--- src/rtl/riscv_mem_pkg.sv ---
// Shared types and constants for the memory port arbiter.
// The struct widths come from MEM_ADDR_W/MEM_DATA_W here. The arbiter's
// ADDR_W/DATA_W parameters default to these values, so change both together.
package riscv_mem_pkg;

  localparam int MEM_ADDR_W = 32;
  localparam int MEM_DATA_W = 32;
  localparam int MEM_BE_W   = MEM_DATA_W / 8;

  localparam logic [MEM_BE_W-1:0] BE_ALL_ONES = '1;

  typedef enum logic [1:0] {
    IDLE    = 2'd0,
    BUSY_IF = 2'd1,
    BUSY_D  = 2'd2
  } arb_state_t;

  typedef struct packed {
    logic                  we;
    logic [MEM_ADDR_W-1:0] addr;
    logic [MEM_DATA_W-1:0] wdata;
    logic [MEM_BE_W-1:0]   be;
  } mem_cmd_t;

endpackage

--- src/rtl/arb_pick.sv ---
// Winner selection between the fetch (IF) and load/store (D) ports.
// D has fixed priority. IF is forced through once it has lost STARVE_MAX
// consecutive D grants while it was requesting.
module arb_pick #(
  parameter int STARVE_MAX = 4
) (
  input  logic clk,
  input  logic reset,
  input  logic if_req,
  input  logic d_req,
  input  logic grant_en,
  output logic grant_if,
  output logic grant_d
);

  localparam int CNT_W = $clog2(STARVE_MAX + 1);
  localparam logic [CNT_W-1:0] CNT_MAX = CNT_W'(STARVE_MAX);

  logic [CNT_W-1:0] starve_cnt;
  logic             starved;

  // Pick rule: IF wins when D is absent or IF has hit the starvation bound.
  always_comb begin
    starved  = (starve_cnt == CNT_MAX);
    grant_if = grant_en & if_req & (~d_req | starved);
    grant_d  = grant_en & d_req & ~grant_if;
  end

  // Count the D grants that IF lost. The count saturates and clears on any IF grant.
  always_ff @(posedge clk) begin
    if (!reset) begin
      starve_cnt <= '0;
    end else if (grant_if) begin
      starve_cnt <= '0;
    end else if (grant_d && if_req && !starved) begin
      starve_cnt <= starve_cnt + 1'b1;
    end
  end

endmodule

--- src/rtl/mem_port_arbiter.sv ---
// Shares one single-port memory between the IF and D pipeline ports.
// Requests are latched into the mem_* registers, and the memory handshake
// runs to mem_ack. Read data is returned unregistered with a one-cycle valid.
// Optional macro ARB_BACK2BACK_EN: on an ack, hand the memory straight to the
// other waiting requester without passing through IDLE.
//
// state   | meaning
// IDLE    | no transfer in flight, arbitrating incoming requests
// BUSY_IF | fetch transfer in flight, waiting for mem_ack
// BUSY_D  | load/store transfer in flight, waiting for mem_ack
module mem_port_arbiter
  import riscv_mem_pkg::*;
#(
  parameter int ADDR_W     = MEM_ADDR_W,
  parameter int DATA_W     = MEM_DATA_W,
  parameter int STARVE_MAX = 4
) (
  input  logic                clk,
  input  logic                reset,
  input  logic                if_req,
  input  logic [ADDR_W-1:0]   if_addr,
  output logic [DATA_W-1:0]   if_rdata,
  output logic                if_valid,
  output logic                if_stall,
  input  logic                d_req,
  input  logic                d_we,
  input  logic [ADDR_W-1:0]   d_addr,
  input  logic [DATA_W-1:0]   d_wdata,
  input  logic [DATA_W/8-1:0] d_be,
  output logic [DATA_W-1:0]   d_rdata,
  output logic                d_valid,
  output logic                d_stall,
  output logic                mem_req,
  output logic                mem_we,
  output logic [ADDR_W-1:0]   mem_addr,
  output logic [DATA_W-1:0]   mem_wdata,
  output logic [DATA_W/8-1:0] mem_be,
  input  logic [DATA_W-1:0]   mem_rdata,
  input  logic                mem_ack
);

  arb_state_t state, state_next;
  mem_cmd_t   cmd, cmd_next;
  logic       mem_req_next;
  logic       grant_en, grant_if, grant_d;
  logic       pick_if_req, pick_d_req;
  logic       ack_if, ack_d;

  // An ack only counts while a transfer is in flight. A stray ack in IDLE is ignored.
  assign ack_if = (state == BUSY_IF) & mem_ack;
  assign ack_d  = (state == BUSY_D) & mem_ack;

  // A requester that dropped mid-transfer gets no completion pulse.
  assign if_valid  = ack_if & if_req;
  assign d_valid   = ack_d & d_req;
  assign if_stall  = if_req & ~if_valid;
  assign d_stall   = d_req & ~d_valid;
  assign if_rdata  = mem_rdata;
  assign d_rdata   = mem_rdata;

  assign mem_we    = cmd.we;
  assign mem_addr  = cmd.addr;
  assign mem_wdata = cmd.wdata;
  assign mem_be    = cmd.be;

  // Arbitrate in IDLE. With back-to-back enabled, also arbitrate in an ack
  // cycle, offering the memory only to the port that was not just served.
  always_comb begin
    grant_en    = (state == IDLE);
    pick_if_req = if_req;
    pick_d_req  = d_req;
`ifdef ARB_BACK2BACK_EN
    if (ack_if) begin
      grant_en    = 1'b1;
      pick_if_req = 1'b0;
    end
    if (ack_d) begin
      grant_en   = 1'b1;
      pick_d_req = 1'b0;
    end
`endif
  end

  arb_pick #(
    .STARVE_MAX (STARVE_MAX)
  ) u_pick (
    .clk      (clk),
    .reset    (reset),
    .if_req   (pick_if_req),
    .d_req    (pick_d_req),
    .grant_en (grant_en),
    .grant_if (grant_if),
    .grant_d  (grant_d)
  );

  // Next state and next latched command. A grant overrides the return to IDLE.
  always_comb begin
    state_next   = state;
    cmd_next     = cmd;
    mem_req_next = mem_req;
    case (state)
      BUSY_IF, BUSY_D: begin
        if (mem_ack) begin
          state_next   = IDLE;
          mem_req_next = 1'b0;
        end
      end
      default: ;
    endcase
    if (grant_if) begin
      state_next     = BUSY_IF;
      mem_req_next   = 1'b1;
      cmd_next.we    = 1'b0;
      cmd_next.addr  = if_addr;
      cmd_next.wdata = '0;
      cmd_next.be    = BE_ALL_ONES;
    end else if (grant_d) begin
      state_next     = BUSY_D;
      mem_req_next   = 1'b1;
      cmd_next.we    = d_we;
      cmd_next.addr  = d_addr;
      cmd_next.wdata = d_wdata;
      cmd_next.be    = d_be;
    end
  end

  // State and memory-side registers. Reset abandons any in-flight transfer.
  always_ff @(posedge clk) begin
    if (!reset) begin
      state   <= IDLE;
      cmd     <= '0;
      mem_req <= 1'b0;
    end else begin
      state   <= state_next;
      cmd     <= cmd_next;
      mem_req <= mem_req_next;
    end
  end

endmodule

--- config.mk ---
export PLATFORM = sky130hd
export DESIGN_NAME = mem_port_arbiter
export DESIGN_NICKNAME = d
export VERILOG_FILES = /design/src/rtl/riscv_mem_pkg.sv /design/src/rtl/arb_pick.sv /design/src/rtl/mem_port_arbiter.sv
export SDC_FILE = /design/constraint.sdc
export NUM_CORES = 1
export LEC_CHECK = 0
export ABC_AREA = 1
export ABC_CLOCK_PERIOD_IN_PS = 1700
export CORE_MARGIN = 2
export CORE_UTILIZATION = 35
export DETAILED_ROUTE_END_ITERATION = 6
export PLACE_DENSITY = 0.86
export SYNTH_ARGS = -nofsm -noshare
export SYNTH_HDL_FRONTEND = slang
export SYNTH_SLANG_ARGS = --single-unit
--- constraint.sdc ---
create_clock -name clk -period 1.7 [get_ports clk]
set_clock_uncertainty 0.15 [all_clocks]
set_input_delay 0.255 -clock clk [delete_from_list [all_inputs] [get_ports clk]]
set_output_delay 0.255 -clock clk [all_outputs]
set_load 0.05 [all_outputs]
==> run_results.csv <==
group,metric,value,unit
outcome,status,"finished, final reports clean",
hold_path,min_path_cells,4,
critical_path,worstPathArrival,1.27,ns
critical_path,cp-startpoint,"d_req",
sta,period_needed,1.675,ns
die,die-area,12020,um^2
synthesis,ys_types,19,
route,drc,0,
sta,slew_viol_final,0,
critical_path,crit_type,"in -> out",
pwr,p_leak,0.002533,uW
critical_path,start_kind,"input port",
route,drt_wl_total,11.39,mm
pwr,p_per_area,975.7,nW/um^2
sta,final.setup.tns,0,ns
critical_path,critPathMaxStageDelay,0.56,ns
cells_and_area,multiInputGateArea,1600,um^2
cts,tritoncts,"built",
global_route,antenna_found_initial,0,
die,core-area,10890,um^2
global_route,grt_overflow_total,0,
run,drv_cap,0,
critical_path,r2r_cells,10,
cells_and_area,nets,787,
cts,clk_pin_slew,0.09,ns
route,wl_per_cell,14.46,um
route,drtIter0Drc,393,
cts,cts.sinks,75,
synthesis,synth_nets,674,
cells_and_area,seqCellArea,1508,um^2
route,dr.pass1.iters,5,
sta,maxSlewHeadroom,0.8002,
route,routed_via_density,4.991,
sta,finalCritPeriodShare,0.9851,
cells_and_area,final_common_cell,"clkdlybuf4s50_1",
critical_path,rr_startpoint,"u_pick.starve_cnt[0]$_SDFFE_PP0P_",
cts,hold_buffers,0,
synthesis,ys_warn_count,0,
sta,tightest_slew,0.2997,ns
global_route,global_route.usage.met1,0.2095,
die,rows,38,
critical_path,required,1.29,ns
critical_path,endpoint_kind,"primary output",
placement,portBuffers,179,
cells_and_area,area_growth,45.71,%
cells_and_area,fill_cells,1007,
cells_and_area,drive_above_1_share,0.2176,
cts,post-cts-setup-buffer-count,0,
placement,gp_congestion,0.7933,
critical_path,cp_max_fo,3,
synthesis,syn_area,3906,um^2
global_route,grt_max_degree,72,
pwr,ir_drop,0.4666,mV
die,start_util,0.3588,
synthesis,ys_seq_elements,75,
cells_and_area,antennaDiodeCount,0,
global_route,grt_use_met2,0.2778,
cts,clockRootBuffer,"clkbuf_8",
sta,hold_viol_final,0,
die,io_pins,276,
synthesis,seq_area_frac_synth,0.3844,
hold_path,hold_path.class,"in -> reg",
critical_path,crit_chain,"clkdlybuf4s50_1 -> inv_1 -> a21oi_2 -> buf_12",
synthesis,syn_area_per_cell,7.356,um^2
synthesis,synthCells,531,
die,dieHeight,109.6,um
placement,hpwlAfterDp,7.780,mm
die,die_w,109.6,um
cts,cts_made_buffers,9,
global_route,grt_pass1_vias,3474,
global_route,grt_util_met3,0.06876,
critical_path,slowest_stage,"clkdlybuf4s50_1",
sta,rsz0062_at_grt,"yes",
global_route,grt_pass1_wl,16.44,mm
sta,setup_viol,0,
hold_path,hold_start,"reset",
cts,insertion_delay,0.34,ns
cts,clockBufferDepth,2,
cells_and_area,fin_util,0.5228,
cts,cts_max_level,3,
global_route,grt_use_total,0.1738,
route,ant_nets,0,
cells_and_area,final_cell_mix,"clkdlybuf4s50_1 (103), buf_4 (79), dfxtp_1 (72), nor2_1 (67), nand3_1 (64)",
global_route,top_usage_layer,"met2",
route,vias,3933,
sta,max_freq,597.1,MHz
==> layer usage <==
layer	part of all wire	up-vias	wire, um
li1	-	1896	-
met1	0.41	1781	4615
met2	0.46	224	5283
met3	0.11	32	1259
met4	0.020	0	233
met5	0	-	0
==> registers in the layout (all words and copies together) (netlist names) <==
name               flops
mem_addr              32
mem_we                 1
mem_wdata             32
mem_be                 4
state                  2
u_pick.starve_cnt      3
mem_req                1
==> report_power, final <==
part / total [uW] / switching [uW] / internal (uW)
sequential: 2050 / 104 / 1940
combinational: 2090 / 1280 / 807
clock: 1420 / 669 / 749
==> cell type report <==
| type | instances | share of cell area |
|---|---|---|
| timing repair buffer | 203 | 0.3524 |
| inverter | 51 | 0.03539 |
| clock inverter | 4 | 0.008793 |
| sequential | 75 | 0.2649 |
| multi-input combinational | 304 | 0.2812 |
| tap | 140 | 0.03078 |
| clock buffer | 11 | 0.02660 |
==> synthesized netlist by cell type (all sizes together) <==
library cell	number	area, um^2
a21oi	40	200.2
buf	92	668.2
clkbuf	9	33.78
dfxtp	75	1501
ha	5	62.56
inv	51	191.4
nand2	50	202.7
nand3	64	320.3
nand4	1	6.260
nor2	70	262.8
o211ai	33	247.7
o21ai	40	200.2
xor2	1	8.760
==> timing repair <==
item / 4_1_cts / 5_1_grt
resized for setup: 6 / 31
endpoints found under the setup margin: 5 / 67
cloned: 0 / 2
pin swaps: 1 / 4
==> per-stage QoR <==
stage	cell area [um^2]	power [uW]	worst slack (ns)	std cells	hold slack, ns
finish	5692	5553	0.02533	788	0.2800
global route	5692	5817	-0.01613	788	0.2679
CTS	5547	5537	-0.02779	786	0.2557
detailed placement	5329	4099	-0.1480	771	0.3101
global placement	5329	4070	-0.1457	771	0.3018
floorplan	3914	3717	0.05701	531	0.2361
==> worst paths after layout <==
check	slack, ns	endpoint
max	0.03	d_stall
min reg2reg	0.32	mem_wdata[8]$_SDFFE_PP0P_
max reg2reg	0.09	mem_wdata[0]$_SDFFE_PP0P_
min	0.28	mem_addr[26]$_SDFFE_PN0P_
==> kinds of logic after synthesis <==
logic type / Yosys count / synth area share
simple gates: 185 / 0.2028
buf+inv: 152 / 0.2287
xor+xnor: 1 / 0.002243
fa+ha+maj: 5 / 0.01602
flops: 75 / 0.3844
compound gates: 113 / 0.1659
==> worst max-delay path, delay by kind of cell <==
| family | cells | cell delay (ns) |
|---|---|---|
| buffers and inverters | 3 | 0.84 |
| AO/OA/AOI/OAI | 1 | 0.17 |
No activity file was read; power rests on OpenSTA's default activity.
